<file path="src/rtl/pipe_prefix_adder.sv">
// -----------------------------------------------------------------------------
// pipe_prefix_adder
//
// Pipelined add/subtract unit built on a Kogge-Stone parallel-prefix carry
// network. The operation is A + B + cin (sub=0) or A - B = A + ~B + 1 (sub=1).
// A configurable number of register stages is spread evenly over the prefix
// levels. The first boundary always sits right after bit generate/propagate,
// and the last one always holds the final sum/cout/ovf. Flow control is a
// single global advance enable, so a stalled output freezes the whole pipe.
//
// Parameters
//   WIDTH  : operand / sum width in bits (8..128, power of two)
//   STAGES : register stages from acceptance to result (1..log2(WIDTH)+1)
//
// Ports
//   clk       in   sole clock, rising edge
//   rst       in   synchronous active-high reset, empties the pipeline
//   in_valid  in   operands present this cycle
//   in_ready  out  operands are accepted this cycle (pipeline advance enable)
//   a, b      in   operands, WIDTH bits
//   cin       in   carry-in, ignored when sub=1
//   sub       in   0: A+B+cin, 1: A-B
//   out_valid out  result present
//   out_ready in   downstream takes the result
//   sum       out  result modulo 2^WIDTH
//   cout      out  carry out of the MSB (for subtraction 1 = no borrow)
//   ovf       out  signed two's-complement overflow
// -----------------------------------------------------------------------------
module pipe_prefix_adder #(
  parameter int WIDTH  = 64,
  parameter int STAGES = 3
) (
  input  logic             clk,
  input  logic             rst,
  input  logic             in_valid,
  output logic             in_ready,
  input  logic [WIDTH-1:0] a,
  input  logic [WIDTH-1:0] b,
  input  logic             cin,
  input  logic             sub,
  output logic             out_valid,
  input  logic             out_ready,
  output logic [WIDTH-1:0] sum,
  output logic             cout,
  output logic             ovf
);

  localparam int LEVELS = $clog2(WIDTH);
  // Distance spanned by the last prefix level, which is folded into the
  // output stage together with the sum formation.
  localparam int FINAL_DIST = WIDTH / 2;

  // Register boundary j (0..STAGES-2) is placed after prefix level
  // floor(j*LEVELS/(STAGES-1)). Boundary 0 therefore lands on level 0
  // (bit generate/propagate). The output register is always present and
  // accounts for the remaining stage.
  function automatic bit is_reg(input int k);
    bit r;
    r = 1'b0;
    for (int j = 0; j < STAGES - 1; j++) begin
      if ((j * LEVELS) / (STAGES - 1) == k) r = 1'b1;
    end
    return r;
  endfunction

  // Global advance enable: the pipe moves unless a result is stuck at the
  // output. Everything, valid bits included, holds when it is low.
  logic en;
  logic out_valid_q;

  assign en       = !out_valid_q || out_ready;
  assign in_ready = en || rst;

  // ---------------------------------------------------------------------------
  // Prefix levels 0 .. LEVELS-1. Each level exposes its result on *_o, either
  // straight through or from its own register bank.
  //   g_o/p_o : group generate/propagate after this level
  //   rp_o    : raw bit propagate, needed for the final sum XOR
  //   c0_o    : effective carry-in, needed for sum[0]
  //   v_o     : transaction valid bit
  // ---------------------------------------------------------------------------
  for (genvar gi = 0; gi < LEVELS; gi++) begin : lvl
    localparam bit IS_REG = is_reg(gi);

    logic [WIDTH-1:0] g_d, p_d, rp_d;
    logic [WIDTH-1:0] g_o, p_o, rp_o;
    logic             c0_d, v_d;
    logic             c0_o, v_o;

    if (gi == 0) begin : bitgen
      logic [WIDTH-1:0] b_eff;

      assign b_eff = sub ? ~b : b;
      assign c0_d  = sub | cin;
      assign rp_d  = a ^ b_eff;
      assign p_d   = rp_d;
      // The carry-in is folded into bit 0 so that G[i] of the final level is
      // directly the carry into bit i+1.
      assign g_d   = (a & b_eff) | {{(WIDTH-1){1'b0}}, rp_d[0] & c0_d};
      assign v_d   = in_valid;
    end else begin : pfx
      localparam int DIST = 1 << (gi - 1);
      localparam logic [WIDTH-1:0] LOW_MASK = {WIDTH{1'b1}} >> (WIDTH - DIST);

      logic [WIDTH-1:0] g_s, p_s;

      assign g_s  = lvl[gi-1].g_o;
      assign p_s  = lvl[gi-1].p_o;
      // Shifting in zeros leaves the low DIST bits of G unchanged; the low
      // mask does the same for P.
      assign g_d  = g_s | (p_s & (g_s << DIST));
      assign p_d  = p_s & ((p_s << DIST) | LOW_MASK);
      assign rp_d = lvl[gi-1].rp_o;
      assign c0_d = lvl[gi-1].c0_o;
      assign v_d  = lvl[gi-1].v_o;
    end

    if (IS_REG) begin : stg
      logic [WIDTH-1:0] g_q, p_q, rp_q;
      logic             c0_q, v_q;

      always_ff @(posedge clk) begin
        if (rst) begin
          g_q  <= '0;
          p_q  <= '0;
          rp_q <= '0;
          c0_q <= 1'b0;
          v_q  <= 1'b0;
        end else if (en) begin
          g_q  <= g_d;
          p_q  <= p_d;
          rp_q <= rp_d;
          c0_q <= c0_d;
          v_q  <= v_d;
        end
      end

      assign g_o  = g_q;
      assign p_o  = p_q;
      assign rp_o = rp_q;
      assign c0_o = c0_q;
      assign v_o  = v_q;
    end else begin : thru
      assign g_o  = g_d;
      assign p_o  = p_d;
      assign rp_o = rp_d;
      assign c0_o = c0_d;
      assign v_o  = v_d;
    end
  end

  // ---------------------------------------------------------------------------
  // Output stage: last prefix level, sum/cout/ovf formation, result register.
  // ---------------------------------------------------------------------------
  logic [WIDTH-1:0] fin_g;
  logic [WIDTH-1:0] carries;
  logic [WIDTH-1:0] sum_d, sum_q;
  logic             cout_d, cout_q;
  logic             ovf_d, ovf_q;
  logic             out_valid_d;

  // After this level fin_g[i] is G[i:0], i.e. the carry out of bit i.
  assign fin_g = lvl[LEVELS-1].g_o |
                 (lvl[LEVELS-1].p_o & (lvl[LEVELS-1].g_o << FINAL_DIST));

  always_comb begin
    carries     = {fin_g[WIDTH-2:0], lvl[LEVELS-1].c0_o};
    sum_d       = lvl[LEVELS-1].rp_o ^ carries;
    cout_d      = fin_g[WIDTH-1];
    // Overflow is the carry into the MSB differing from the carry out of it.
    ovf_d       = fin_g[WIDTH-1] ^ fin_g[WIDTH-2];
    out_valid_d = lvl[LEVELS-1].v_o;
  end

  always_ff @(posedge clk) begin
    if (rst) begin
      out_valid_q <= 1'b0;
      sum_q       <= '0;
      cout_q      <= 1'b0;
      ovf_q       <= 1'b0;
    end else if (en) begin
      out_valid_q <= out_valid_d;
      sum_q       <= sum_d;
      cout_q      <= cout_d;
      ovf_q       <= ovf_d;
    end
  end

  assign out_valid = out_valid_q;
  assign sum       = sum_q;
  assign cout      = cout_q;
  assign ovf       = ovf_q;

endmodule

</file>
<file path="config.mk">
export PLATFORM = sky130hd
export DESIGN_NAME = pipe_prefix_adder
export DESIGN_NICKNAME = d
export VERILOG_FILES = /design/src/rtl/pipe_prefix_adder.sv
export SDC_FILE = /design/constraint.sdc
export NUM_CORES = 1
export LEC_CHECK = 0
export BUFFER_PORTS_ARGS = -buffer_cell sky130_fd_sc_hd__buf_4
export CAP_MARGIN = 20
export CORE_MARGIN = 2
export CORE_UTILIZATION = 50
export CTS_BUF_LIST = sky130_fd_sc_hd__clkbuf_8
export DETAILED_ROUTE_END_ITERATION = 10
export PLACE_DENSITY = 0.7
export SLEW_MARGIN = 20
export SYNTH_ARGS = -nofsm -noshare
export SYNTH_HDL_FRONTEND = slang
export SYNTH_SLANG_ARGS = --single-unit
</file>
<file path="constraint.sdc">
create_clock -name clk -period 2.6 [get_ports clk]
set_clock_uncertainty 0.2 [all_clocks]
set_input_delay 0.78 -clock clk [delete_from_list [all_inputs] [get_ports clk]]
set_output_delay 0.78 -clock clk [all_outputs]
set_load 0.1 [all_outputs]
</file>
==> out/qor.yml, run 1 <==
final_layout:
  final_core_util_pct: 60.25
  multi_input_area_sq_um: 9210
  stdcell_area_sq_um: 20860
  fin_nets: 2565
  drive_gt1_share_pct: 15.55
  register_area_sq_um: 7671
  antennaDiodeCount: 0
  fillCellCount: 3175
  syn_to_final_growth_pct: 18.26
  final_common_cell: "nand2_1"
  layout_common_cells: "nand2_1, dfxtp_1, a21oi_1"
critical_path:
  endpoint_kind: "primary output"
  crit_buf_inv: 3
  reg2reg_depth: 5
  path_max_fanout: 2
  max_stage_delay_ps: 220
  rrSetupSlack_ps: 460
  startpoint_type: "input pin"
  path_cells: "buf_4 -> nand2b_4 -> nor2_4 -> clkinvlp_4 -> buf_12"
  worst-path-stages: 5
  regToRegStartpoint: "lvl[3].g_o[0]"
  r2r-end: "sum[57]"
  crit_start: "out_ready"
  slowest_stage: "buf_12"
  crit_required_ps: 1620
  worstSetupPathType: "in2out"
  crit_family: "buffers and inverters"
  cp_data_arrival_time_ps: 1620
  crit_path_end: "in_ready"
timing:
  slew_headroom_pct: 39.41
  max_clock_freq_ghz: 0.3851
  fin_crit_ps: 2597
  finalHoldViolations: 0
  setup_viol: 0
  worstMarginPinSlew_ps: 905.5
  fin_tns_setup_ps: 0
  fin_crit_sh_pct: 99.88
  rsz0062_at_grt: "true"
  fin_ws_ps: 3.133
  slew_violations: 0
min_path:
  holdPathStages: 3
  worstHoldStart: "in_valid"
  hold_path.class: "in2reg"
pwr:
  p_leak_nw: 8.671
  power_mw: 14.15
  p_per_area_nw_per_um2: 678.3
  ir_drop_mv: 0.3858
yosys:
  ys_warn_count: 0
  synthesis.nets: 2390
  synthFlopType: "dfxtp_1"
  synth_top_area_share_pct: 43.46
  synth_area_leaders: "dfxtp_1, nand2_1, a21oi_1"
  ys_ff_latch: 383
  synth_edf_count: 0
  synthDistinctLibCells: 59
  synth_top_cell_by_area: "dfxtp_1"
  ys_async_sr_fraction_pct: 0
  synthCells: 2192
  synth_area_sq_um: 17640
  avgSynthCellArea_sq_um: 8.048
  ys_seq_area_share_pct: 43.46
routing:
  wl_per_cell_um: 18.07
  dr.pass1.iters: 7
  via_per_inst: 5.631
  finalWirelength_um: 51810
  ant_nets: 0
  drtIter0Drc: 1549
  num_vias: 16150
  drc: 0
clocking:
  cts_tree: "yes"
  numCtsBuffers: 60
  clk_pin_slew_ps: 60
  cts_max_path_buffers: 3
  hold_buffers: 0
  ctsHtreeMaxLevel: 2
  root_buffer: "clkbuf_8"
  worstSkewPairLatency_ps: 640
  cts_sinks: 383
global_route:
  grt_pass1_wl_um: 81000
  overflow: 0
  grt_pass1_vias: 14770
  grt_usage_pct: 27.89
  antenna_found_initial: 0
  grt_max_degree: 101
floorplan:
  core-area_sq_um: 34630
  die_w_um: 191.8
  die_y_um: 191.8
  initial_utilization_pct: 50.95
  dieArea_sq_um: 36800
  ioPinCount: 202
  rows: 68
place:
  place_ws_ps: -24.25
  gp_congestion: 0.9200
  numPortBuffers: 201
  placed_area_sq_um: 19620
  dp_hpwl_um: 38440
outcome:
  status: "finished, final reports clean"
job:
  drv_cap: 0
## tightest hold or removal path, cell delays in order
cell and delay [ps]:
buf_4 110, nand2_1 40, a21oi_1 60
## timing repair
action	CTS	global route
pin swaps	1	0
resized for setup	4	0
setup buffers	1	0
endpoints found under the setup margin	1	1
## worst min path at each step
| stage | to | slack (ps) |
|---|---|---|
| floorplan | lvl[3].p_o[30] | 210 |
| global placement | lvl[3].stg.v_q | 240 |
| detailed placement | lvl[3].p_o[42] | 240 |
| CTS | lvl[0].stg.v_q | 180 |
| global route | lvl[0].stg.v_q | 200 |
| finish | lvl[0].stg.v_q | 220 |
## cell type report
| type | count | share of cell area (%) |
|---|---|---|
| clock inverter | 27 | 0.5997 |
| sequential | 383 | 36.77 |
| timing repair buffer | 251 | 9.907 |
| multi-input combinational | 1640 | 44.14 |
| inverter | 31 | 0.5757 |
| tap | 455 | 2.729 |
| clock buffer | 80 | 5.277 |
## cells in the mapped netlist (4+ instances only)
cell,instances
a22o_1,23
xor2_1,99
buf_2,87
o21bai_1,22
ha_1,64
clkbuf_1,36
a221oi_1,11
xnor2_1,18
o21a_1,10
o31ai_1,6
a21oi_1,302
a22oi_1,20
a21oi_2,6
inv_1,31
nor2b_1,6
nor3_2,9
nor4_1,9
nand3_1,12
buf_4,5
nor3_1,49
a31oi_1,16
nand2b_1,12
o311ai_0,5
dfxtp_1,383
and4_1,6
buf_1,7
o21ai_1,4
a21o_1,53
a32oi_1,6
nand4b_1,6
a41oi_1,7
o21ai_0,67
nor2_1,123
o22ai_1,4
a211oi_1,30
o211ai_1,18
nand4_1,9
nand2_1,571
## stage by stage
stage / cells / hold slack (ps)
after floorplan: 2192 / 213.3
after global placement: 2759 / 238.9
after detailed placement: 2759 / 241.4
after CTS: 2867 / 175.6
after global routing: 2867 / 200.1
final: 2867 / 216.1
## routing by layer
layer	vias up	share of wire (%)	global-route usage (%)
met5	-	0	0
met4	0	1.9	7.071
met3	67	9.7	4.568
met2	681	40	37.73
met1	7476	49	44.86
li1	7921	-	-
## power by group
part           internal, mW  total, mW  switching [mW]
logic                 0.814       2.32            1.50
clock network          2.73       5.09            2.36
registers              6.25       6.74           0.496
total                  9.79       14.2            4.36
## cells by family after synthesis
kind of cell	synth area share, %
buffers and inverters	4.447
DFF	43.46
AOI/OAI and AO/OA	22.31
xor gates and xnor gates	5.808
and+or+nand+nor	19.32
adders and majority gates	4.539
muxes	0.1135
## state kept, by name, indices dropped and copies added (netlist names), 2 cells and up
signal	count
lvl.p_o	57
lvl.stg.v_q	2
sum	64
lvl.rp_o	127
lvl.c0_o	2
lvl.g_o	128
Power figures use the tool's default switching activity.
==> run 2: changes to the inputs <==
RECOVER_POWER = 25   (was unset)
==> run 2 against run 1 <==
Effect of this change: routed wire length up 0.16%; utilization decreased by 0.20 points; sequential share of layout area up 0.12 points; critical path type unchanged; register-to-register slack worse by 290 ps; via count is 0.24% higher; clock power is essentially flat; global-route usage did not move.
==> out/qor.yml, run 2 (synthesis results as in run 1) <==
floorplan:
  initial_utilization_pct: 50.95
  ioPinCount: 202
  die_w_um: 191.8
  dieArea_sq_um: 36800
  core-area_sq_um: 34630
  rows: 68
  die_y_um: 191.8
place:
  dp_hpwl_um: 38440
  numPortBuffers: 201
  place_ws_ps: -24.25
  gp_congestion: 0.9200
  placed_area_sq_um: 19620
global_route:
  grt_usage_pct: 27.89
  grt_pass1_vias: 14770
  grt_pass1_wl_um: 81000
  grt_max_degree: 101
  antenna_found_initial: 0
  overflow: 0
final_layout:
  antennaDiodeCount: 0
  final_common_cell: "nand2_1"
  fin_nets: 2565
  drive_gt1_share_pct: 15.13
  stdcell_area_sq_um: 20790
  largest_reg_flops: 128
  syn_to_final_growth_pct: 17.87
  layout_common_cells: "nand2_1, dfxtp_1, a21oi_1"
critical_path:
  max_stage_delay_ps: 220
  reg2reg_depth: 6
  regToRegStartpoint: "out_valid"
  slowest_stage: "buf_12"
  worstSetupPathType: "in2out"
  endpoint_kind: "primary output"
  rrSetupSlack_ps: 170
  path_cells: "buf_4 -> nand2b_4 -> nor2_4 -> clkinvlp_4 -> buf_12"
  crit_required_ps: 1620
  startpoint_type: "input pin"
  cp_data_arrival_time_ps: 1610
  r2r-end: "lvl[3].g_o[56]"
  path_max_fanout: 2
timing:
  worstMarginPinSlew_ps: 1096
  fin_ws_ps: 5.265
  rsz0062_at_grt: "true"
  setup_viol: 0
  fin_crit_ps: 2595
  slew_violations: 0
  max_clock_freq_ghz: 0.3854
  finalHoldViolations: 0
  fin_tns_setup_ps: 0
  slew_headroom_pct: 26.93
  whs_ps: 217.7
  fin_crit_sh_pct: 99.80
min_path:
  hold_path_end: "lvl[0].stg.v_q"
  worstHoldStart: "in_valid"
  holdPathStages: 3
  hold_path.class: "in2reg"
pwr:
  ir_drop_mv: 0.3873
  combinationalPowerShare_pct: 16.3
  p_int_mw: 9.787
  power_mw: 14.16
  p_leak_nw: 8.629
  seqPwrFrac_pct: 47.6
  p_per_area_nw_per_um2: 681.0
  p_sw_share_pct: 30.89
  clock_power_share_pct: 36.1
  p_sw_mw: 4.374
routing:
  via_per_inst: 5.645
  num_vias: 16180
  ant_nets: 0
  dr.pass1.iters: 6
  drc: 0
  wl_per_cell_um: 18.10
  drtIter0Drc: 1501
  finalWirelength_um: 51900
clocking:
  root_buffer: "clkbuf_8"
  ctsHtreeMaxLevel: 2
  hold_buffers: 0
  cts_tree: "yes"
  numCtsBuffers: 60
  clk_pin_slew_ps: 60
  cts_sinks: 383
  worstSkewPairLatency_ps: 650
  cts_max_path_buffers: 3
outcome:
  status: "finished, final reports clean"
job:
  drv_cap: 0
## run 2: changes by cell type in the layout (fill, tap and decap cells not counted), moves of 2 or more
| cell | change |
|---|---|
| buf_4 | -7 |
| nor3_2 | -2 |
| buf_12 | -2 |
| nor3_1 | +2 |
| clkbuf_2 | +2 |
| clkbuf_1 | +6 |
## run 2: layer usage
metal	GRT usage, %	part of all wire, %
met5	0	0
met4	7.071	1.7
met3	4.568	9.4
met2	37.73	40
met1	44.86	49
## run 2: repair_timing
item,4_1_cts,5_1_grt
setup buffers,1,0
setup endpoints to repair,1,1
gates resized for setup,4,0
pin swaps,1,0
## run 2: final cells by class
cell class	instances	area, sq um
inverters	31	120.1
multi-input cells	1640	9193
fillers	3188	13830
clock inverters	27	125.1
repair buffers	251	2014
flip-flops and latches	383	7671
well taps	455	569.3
clock buffers	80	1101
## run 2: how the worst max path moves through the flow
stage,startpoint,to,cells past startpoint
4_1_cts,out_valid,in_ready,4
3_3_place_gp,out_ready,in_ready,5
6_report,out_ready,in_ready,5
5_1_grt,out_valid,in_ready,4
3_5_place_dp,out_ready,in_ready,5
2_1_floorplan,out_ready,in_ready,5
## run 2: worst max-delay path, delay by kind of cell
kind                   cells  cell delay, ps
buffers and inverters      3             530
AND/OR/NAND/NOR            2             290
## run 2: power by group through the flow
stage | clock (mW) | combinational [mW] | sequential [mW]
4_1_cts | 5.17 | 2.31 | 6.72
3_3_place_gp | 0 | 2.26 | 6.83
5_1_grt | 5.42 | 2.51 | 6.78
2_1_floorplan | 0 | 1.10 | 7.17
6_report | 5.11 | 2.31 | 6.74
3_5_place_dp | 0 | 2.29 | 6.84
## run 2: metrics by stage
stage          instances  utilization (%)
2_1_floorplan       2192                -
3_3_place_gp        2759            56.64
3_5_place_dp        2759            56.64
4_1_cts             2867            60.25
5_1_grt             2867            60.05
6_report            2867            60.05
